`src/rtl/simon_tone_gen.sv`:
```
// simon_tone_gen: square-wave note player for the Simon game.
// Each accepted request plays one note (or the long low lose tone), then holds
// AUDIO low for a silent gap and pulses DONE. BUSY covers both tone and gap.
module simon_tone_gen #(
    parameter int unsigned FREQ_IN = 50_000_000,
    parameter int unsigned DUR_MS  = 300,
    parameter int unsigned GAP_MS  = 50,
    parameter int unsigned LOSE_MS = 1500
) (
    input  logic       CLK,
    input  logic       RST,
    input  logic       START,
    input  logic [1:0] NOTE,
    input  logic       LOSE_REQ,
    output logic       AUDIO,
    output logic       BUSY,
    output logic       DONE
);

    // Half-periods in clock cycles for the four notes and the lose tone
    localparam int unsigned HALF_0    = FREQ_IN / (2 * 415);
    localparam int unsigned HALF_1    = FREQ_IN / (2 * 310);
    localparam int unsigned HALF_2    = FREQ_IN / (2 * 252);
    localparam int unsigned HALF_3    = FREQ_IN / (2 * 209);
    localparam int unsigned HALF_LOSE = FREQ_IN / (2 * 42);

    // ms * Hz can exceed 32 bits at real clock rates, so work in 64 bits
    localparam longint unsigned DUR_W  = 64'(DUR_MS) * 64'(FREQ_IN) / 64'd1000;
    localparam longint unsigned GAP_W  = 64'(GAP_MS) * 64'(FREQ_IN) / 64'd1000;
    localparam longint unsigned LOSE_W = 64'(LOSE_MS) * 64'(FREQ_IN) / 64'd1000;
    localparam int unsigned DUR_CYC  = 32'(DUR_W);
    localparam int unsigned GAP_CYC  = 32'(GAP_W);
    localparam int unsigned LOSE_CYC = 32'(LOSE_W);

    // Counter width covers the largest length or half-period so nothing wraps
    localparam int unsigned MAX_A = (DUR_CYC > GAP_CYC) ? DUR_CYC : GAP_CYC;
    localparam int unsigned MAX_B = (MAX_A > LOSE_CYC) ? MAX_A : LOSE_CYC;
    localparam int unsigned MAX_V = (MAX_B > HALF_LOSE) ? MAX_B : HALF_LOSE;
    localparam int unsigned CW    = $clog2(MAX_V + 1);

    typedef enum logic [1:0] {StIdle, StTone, StGap} state_t;

    state_t          state_q, state_d;
    logic [CW-1:0]   dur_cnt_q, dur_cnt_d;
    logic [CW-1:0]   half_cnt_q, half_cnt_d;
    logic [CW-1:0]   half_len_q, half_len_d;
    logic [CW-1:0]   tone_len_q, tone_len_d;
    logic            audio_q, audio_d;
    logic            busy_q, busy_d;
    logic            done_q, done_d;
    logic [CW-1:0]   note_half;

    // Decode the requested note into its half-period
    always_comb begin
        note_half = CW'(HALF_0);
        unique case (NOTE)
            2'd0: note_half = CW'(HALF_0);
            2'd1: note_half = CW'(HALF_1);
            2'd2: note_half = CW'(HALF_2);
            2'd3: note_half = CW'(HALF_3);
            default: note_half = CW'(HALF_0);
        endcase
    end

    // Next-state and registered-output logic
    always_comb begin
        state_d    = state_q;
        dur_cnt_d  = dur_cnt_q;
        half_cnt_d = half_cnt_q;
        half_len_d = half_len_q;
        tone_len_d = tone_len_q;
        audio_d    = audio_q;
        busy_d     = busy_q;
        done_d     = 1'b0;
        case (state_q)
            StIdle: begin
                audio_d = 1'b0;
                busy_d  = 1'b0;
                // Lose request wins; period and length are frozen here
                if (LOSE_REQ || START) begin
                    state_d    = StTone;
                    busy_d     = 1'b1;
                    audio_d    = 1'b1;
                    dur_cnt_d  = '0;
                    half_cnt_d = '0;
                    half_len_d = LOSE_REQ ? CW'(HALF_LOSE) : note_half;
                    tone_len_d = LOSE_REQ ? CW'(LOSE_CYC) : CW'(DUR_CYC);
                end
            end
            StTone: begin
                if (dur_cnt_q == tone_len_q - CW'(1)) begin
                    state_d    = StGap;
                    dur_cnt_d  = '0;
                    half_cnt_d = '0;
                    audio_d    = 1'b0;
                end else begin
                    dur_cnt_d = dur_cnt_q + CW'(1);
                    if (half_cnt_q == half_len_q - CW'(1)) begin
                        half_cnt_d = '0;
                        audio_d    = ~audio_q;
                    end else begin
                        half_cnt_d = half_cnt_q + CW'(1);
                    end
                end
            end
            StGap: begin
                audio_d = 1'b0;
                if (dur_cnt_q == CW'(GAP_CYC - 1)) begin
                    state_d   = StIdle;
                    dur_cnt_d = '0;
                    busy_d    = 1'b0;
                    done_d    = 1'b1;
                end else begin
                    dur_cnt_d = dur_cnt_q + CW'(1);
                end
            end
            default: begin
                state_d = StIdle;
                audio_d = 1'b0;
                busy_d  = 1'b0;
            end
        endcase
    end

    // State and output registers; reset aborts any tone without a DONE
    always_ff @(posedge CLK or posedge RST) begin
        if (RST) begin
            state_q    <= StIdle;
            dur_cnt_q  <= '0;
            half_cnt_q <= '0;
            half_len_q <= '0;
            tone_len_q <= '0;
            audio_q    <= 1'b0;
            busy_q     <= 1'b0;
            done_q     <= 1'b0;
        end else begin
            state_q    <= state_d;
            dur_cnt_q  <= dur_cnt_d;
            half_cnt_q <= half_cnt_d;
            half_len_q <= half_len_d;
            tone_len_q <= tone_len_d;
            audio_q    <= audio_d;
            busy_q     <= busy_d;
            done_q     <= done_d;
        end
    end

    assign AUDIO = audio_q;
    assign BUSY  = busy_q;
    assign DONE  = done_q;

endmodule

```
`config.mk`:
```
export PLATFORM = sky130hd
export DESIGN_NAME = simon_tone_gen
export DESIGN_NICKNAME = d
export VERILOG_FILES = /design/src/rtl/simon_tone_gen.sv
export SDC_FILE = /design/constraint.sdc
export NUM_CORES = 1
export LEC_CHECK = 0
export CORE_MARGIN = 3
export CORE_UTILIZATION = 55
export DETAILED_ROUTE_END_ITERATION = 10
export GPL_ROUTABILITY_DRIVEN = 0
export HOLD_SLACK_MARGIN = 0.02
export PLACE_DENSITY_LB_ADDON = 0.2
export SLEW_MARGIN = 20
export SYNTH_ARGS = -nofsm -noshare
export SYNTH_HDL_FRONTEND = slang
export SYNTH_SLANG_ARGS = --single-unit
```
`constraint.sdc`:
```
create_clock -name CLK -period 2.84 [get_ports CLK]
set_input_delay 0.284 -clock CLK [delete_from_list [all_inputs] [get_ports CLK]]
set_output_delay 0.284 -clock CLK [all_outputs]
set_load 0.01 [all_outputs]
```
=== After elaboration in Yosys (flattened, before gate mapping) ===
Cells that the tools add are included.

* Equality and inequality tests: 12
* Div/mod/pow operators: 0
* Shift-type cells: 0
* Reduce and logical (&&, ||, !) cells: 10
* Add/sub/neg operators: 4
* $lt $le $gt $ge: 0
* Multiply operators: 0
* Mux-type cells: 22
* Bitwise logic cells: 2

{| class="wikitable"
|+ Operator list
! cell !! count
|-
| $mux W27 || 7
|-
| $pmux W27 S4 || 1
|-
| $pmux W27 S3 || 1
|-
| $add A27 B1 Y27 const B || 2
|-
| $eq A27 B27 Y1 || 2
|-
| $pmux W27 S2 || 1
|-
| $sub A27 B1 Y27 const B || 2
|-
| $eq A27 B22 Y1 const B || 1
|-
| $reduce_and A2 Y1 || 4
|-
| $eq A2 B2 Y1 const B || 3
|-
| $mux W1 || 6
|-
| $mux W2 || 3
|-
| $ne A2 B2 Y1 const B || 3
|-
| $pmux W2 S3 || 1
|-
| $eq A2 B1 Y1 const B || 2
|-
| $logic_not A2 Y1 || 2
|-
| $ne A3 B3 Y1 const B || 1
|-
| $pmux W1 S3 || 1
|-
| $reduce_and A3 Y1 || 1
|-
| $reduce_bool A3 Y1 || 1
|-
| $not A1 Y1 || 2
|-
| $pmux W1 S2 || 1
|-
| $reduce_bool A2 Y1 || 1
|-
| $logic_or A1 B1 Y1 || 1
|}

* Latch bits: 0
* Output and inout bits: 3
* Register bits after elaboration: 113
* Memories: 0
* ROM bits: 0
* Memory bits (writable): 0

=== Longest topological paths before layout ===
* Word-level depth: 5
* Gate-level depth with buffers: 15
* Gate-level depth less buffers: 11

=== Worst setup path before layout ===
OpenSTA, ideal clock, no wires.

* Kind: reg-to-reg
* Start: reg half_len_q[9] (netlist name)
* End: reg dur_cnt_q[9]
* Data required time: 2.721 ns
* Cell stages (with the launch flop): 16
* Setup slack: -0.264 ns
* Arrival: 2.985 ns
* Library setup time: 0.119 ns
* Cell sequence: dfrtp_1 > buf_2 > buf_2 > inv_1 > ha_1 > ha_1 > nor2b_1 > or4_1 > o311a_1 > a2111oi_4 > a21bo_2 > a21boi_1 > buf_6 > nor2_8 > buf_6 > nor2_1

{| class="wikitable"
|+ RTL lines
! element !! line !! RTL
|-
| end signal, assigned || 138 || <nowiki>dur_cnt_q <= dur_cnt_d;</nowiki>
|-
| end, declared || 44 || <nowiki>logic [CW-1:0] dur_cnt_q, dur_cnt_d;</nowiki>
|}

=== Worst setup path after layout ===
* Start: reg half_len_q[10]
* End: reg audio_q, in the netlist AUDIO

* Longest elaborated chain between the ends: 3

{| class="wikitable"
|+ Ends and longest elaborated chain
! element !! line !! RTL
|-
| start, declared || 46 || <nowiki>logic [CW-1:0] half_len_q, half_len_d;</nowiki>
|-
| start signal, assigned || 140 || <nowiki>half_len_q <= half_len_d;</nowiki>
|-
| $sub A27 B1 Y27 || 98 || <nowiki>if (half_cnt_q == half_len_q - CW'(1)) begin</nowiki>
|-
| $eq A27 B27 Y1 || 98 ||
|-
| $ne A3 B3 Y1 (no source line) || - ||
|-
| end signal, assigned || 142 || <nowiki>audio_q <= audio_d;</nowiki>
|-
| end, declared || 48 || <nowiki>logic audio_q, audio_d;</nowiki>
|}

No other way between the ends.
A chain may end at the register's enable or synchronous reset.

==> out/summary.log <==
qor: critical_path.crit_buf_inv 3
qor: global_routing.grt_max_degree 40
qor: worst_hold_path.timing.hold.worst.class input pin to async pin
qor: critical_path.worst_path_cell_trace buf_6 -> or4_4 -> o31ai_4 -> buf_6 -> a31oi_2 -> nor4_4 -> a31oi_4 -> buf_12 -> mux2_1
qor: critical_path.max_stage_delay_on_crit_path 0.56 ns
qor: cts.clock-root-buffer clkbuf_8
qor: critical_path.critPathRequiredTime 3.07 ns
qor: route.remaining_drc_errors 0
qor: timing.finalWorstSetupSlack -0.0447 ns
qor: critical_path.worst-setup-path-type register to register
qor: timing.min_period 2.88 ns
qor: route.vias 4324
qor: timing.drv_slew 0
qor: power.leakage 2.43 nW
qor: power.vdd.ir_drop.worst 0.000538 V
qor: yosys.cell_area_after_synthesis 0.00489 mm^2
qor: final_layout.antenna_cells 0
qor: yosys.synth-seq-area-share 36.8%
qor: route.viasPerCell 6.05
qor: final_layout.area_growth_syn_to_layout 21.4%
qor: route.drt.antenna.violating_nets 0
qor: floorplanning.io-pin-count 9
qor: global_routing.grt_antenna_before_repair 0
qor: timing.setup-violations-final 19
qor: final_layout.nNetsFinal 627
qor: critical_path.critical-path-slowest-cell or4_4
qor: power.power_per_cell_area 757 mW/mm^2
qor: floorplanning.placementRows 33
qor: floorplanning.floorplan.die.height 100 um
qor: route.detail_route.wl_per_cell 17.2 um
qor: run.max_cap_viol_count 0
qor: timing.report.final.hold_viol_count 0
qor: cts.numClockSinks 72
qor: final_layout.layout_commonest_cell dfrtp_1
qor: floorplanning.fp.dieArea 0.0101 mm^2
qor: route.detailedRoute.firstIterationViolations 357
qor: critical_path.critical_path_peak_fanout 7
qor: timing.maxSlewHeadroom 51.4%
qor: critical_path.arrival 3.12 ns
qor: global_routing.grt_pass1_wl 20400 um
qor: cts.cts-root-to-sink-buffers 2
qor: critical_path.timing.critical_path.from_type register
qor: cts.tritoncts.num_buffers 9
qor: cts.clock_transition_at_the_registers_of_the_reported_paths 0.08 ns
qor: placement.portBuffers 8
qor: yosys.count_of_flip_flops_with_a_built_in_enable_after_synthesis 0
qor: route.detail_route.wirelength 12300 um
qor: yosys.synth_nets 578
qor: floorplanning.die_width 100 um
qor: cts.htreeDepth 3
qor: floorplanning.floorplan.initialDensity 58.1%
qor: status.violated_checks setup timing
qor: critical_path.critical_path_end_type register
qor: timing.worst_hold_slack 0.368 ns
qor: yosys.synthesis.instances 557
qor: route.drt_pre_antenna_iters 5
qor: placement.dp_hpwl 8500 um
qor: timing.fin_crit_sh 102%
qor: cts.clock_tree_from_tritoncts yes
qor: final_layout.most-common-layout-cells dfrtp_1, nor2_1, nand2_1
qor: timing.finClkSkew 0.0106 ns
qor: final_layout.post_route_cells_drive_above_1_share 20.5%
qor: timing.tightest_slew 0.728 ns
qor: global_routing.grt.total_usage 25.0%
qor: yosys.synth-seq-cells 72
qor: global_routing.grt_overflow_total 0
qor: critical_path.critPathTopFamily simple AND/OR/NAND/NOR gates
qor: status.status finished, violations left
qor: cts.skew_pair_late_insertion_delay 0.35 ns
qor: timing.fmax 347 MHz
qor: floorplanning.core 0.00842 mm^2
qor: yosys.synth_warnings 0
qor: yosys.ys.flop_type dfrtp_1
qor: power.p_total 4.50 mW
qor: critical_path.critPathMostFrequentCell buf_6
qor: cts.cts_hold_buf 0
qor: yosys.synth_async_sr_flop_share 100%
qor: placement.setup_slack_after_placement -0.177 ns
qor: yosys.syn_avg_cell_area 8.79 um^2
qor: timing.rsz_0062_raised_after_global_routing yes
qor: yosys.synth_cell_types 69
qor: final_layout.fin_util 70.6%
qor: global_routing.vias_in_the_first_global_route 4299
[routing by layer]
metal | track usage [%] | wire length, um | vias up
met1 | 34.7 | 5640 | 2089
met3 | 4.52 | 733 | 33
met5 | 0 | 0 | -
li1 | - | - | 2042
met4 | 7.46 | 235 | 0
met2 | 40.0 | 5700 | 160
[synth_stat cells, types with 2 or more instances]
cell	number	share of area, %
or2_2	2	0.26
or4_1	2	0.31
a2111oi_0	2	0.36
nor4_2	3	0.77
o31ai_1	3	0.46
buf_4	3	0.46
dfrtp_1	72	37
nor2b_1	8	1.0
mux2i_1	5	1.0
nor4_4	2	0.87
inv_1	26	2.0
a22o_1	3	0.54
nand3_1	31	3.2
a41oi_1	2	0.36
and3_1	13	1.7
clkbuf_1	14	1.1
nand2b_1	9	1.2
nor4_1	8	1.0
xnor2_1	36	6.4
nand2_1	49	3.8
nor2_1	66	5.1
a21boi_0	2	0.31
buf_6	5	1.2
a22oi_1	6	0.92
and2_1	4	0.51
a21o_1	3	0.46
a21oi_1	17	1.7
nor3b_1	4	0.61
xor2_1	31	5.5
o21ai_0	22	2.2
or3_1	2	0.26
nor3_1	13	1.3
o211ai_1	2	0.31
and4_1	4	0.72
a31oi_1	5	0.64
ha_1	15	3.8
nor4b_1	5	0.89
nand3b_1	2	0.31
buf_2	6	0.61
nand4_1	12	1.5
nor4bb_1	2	0.41
o22ai_1	9	1.2
[stage by stage]
stage               TNS (ns)  std cells  area, um^2
global route           -3.11        715        5940
detailed placement     -4.16        689        5370
global placement       -3.42        689        5370
finish                -0.212        715        5940
floorplan                  0        557        4920
CTS                 -0.00105        707        5700
[registers in the layout (all words and copies together), names as in the netlist]
register    flops
AUDIO           1
half_cnt_q     27
DONE            1
state_q         2
BUSY            1
dur_cnt_q      27
half_len_q     13
[power by group]
| part | switching, mW | internal [mW] |
|---|---|---|
| Combinational | 1.16 | 0.956 |
| Sequential | 0.142 | 1.15 |
| Clock | 0.403 | 0.694 |
| Total | 1.70 | 2.80 |
[path summary, 6_finish.rpt]
path | startpoint | to | slack [ns] | cells after the start
worst max-delay path | half_len_q[10] | AUDIO | -0.04 | 9
worst min-delay path | RST | dur_cnt_q[0] | 0.37 | 2
worst max register to register | half_len_q[10] | AUDIO | -0.04 | 9
worst min register to register | BUSY | BUSY | 0.53 | 2
max in group asynchronous | RST | half_cnt_q[26] | 1.81 | 3
min in group CLK | BUSY | BUSY | 0.53 | 2
[what timing repair did]
| action | CTS | global route |
|---|---|---|
| setup endpoints to repair | 27 | 56 |
| pin swaps | 6 | 25 |
| gates cloned | 0 | 3 |
| setup buffers | 3 | 6 |
| resized for setup | 8 | 33 |
[kinds of logic after synthesis]
kind of cell | synth area share (%)
adder cells (fa/ha/maj) | 3.83
buffers and inverters | 5.44
XOR/XNOR | 12.0
flip-flops | 36.8
AO/OA/AOI/OAI | 13.2
AND/OR/NAND/NOR | 27.5
multiplexers | 1.25
[final cells by class]
class,instances,area (um^2)
Clock buffer,10,138
Clock inverter,5,129
Fill cell,632,2480
Inverter,27,104
Multi-Input combinational cell,430,3030
Sequential cell,72,1800
Tap cell,105,131
Timing Repair Buffer,66,614
(Power assumes the default switching activity.)
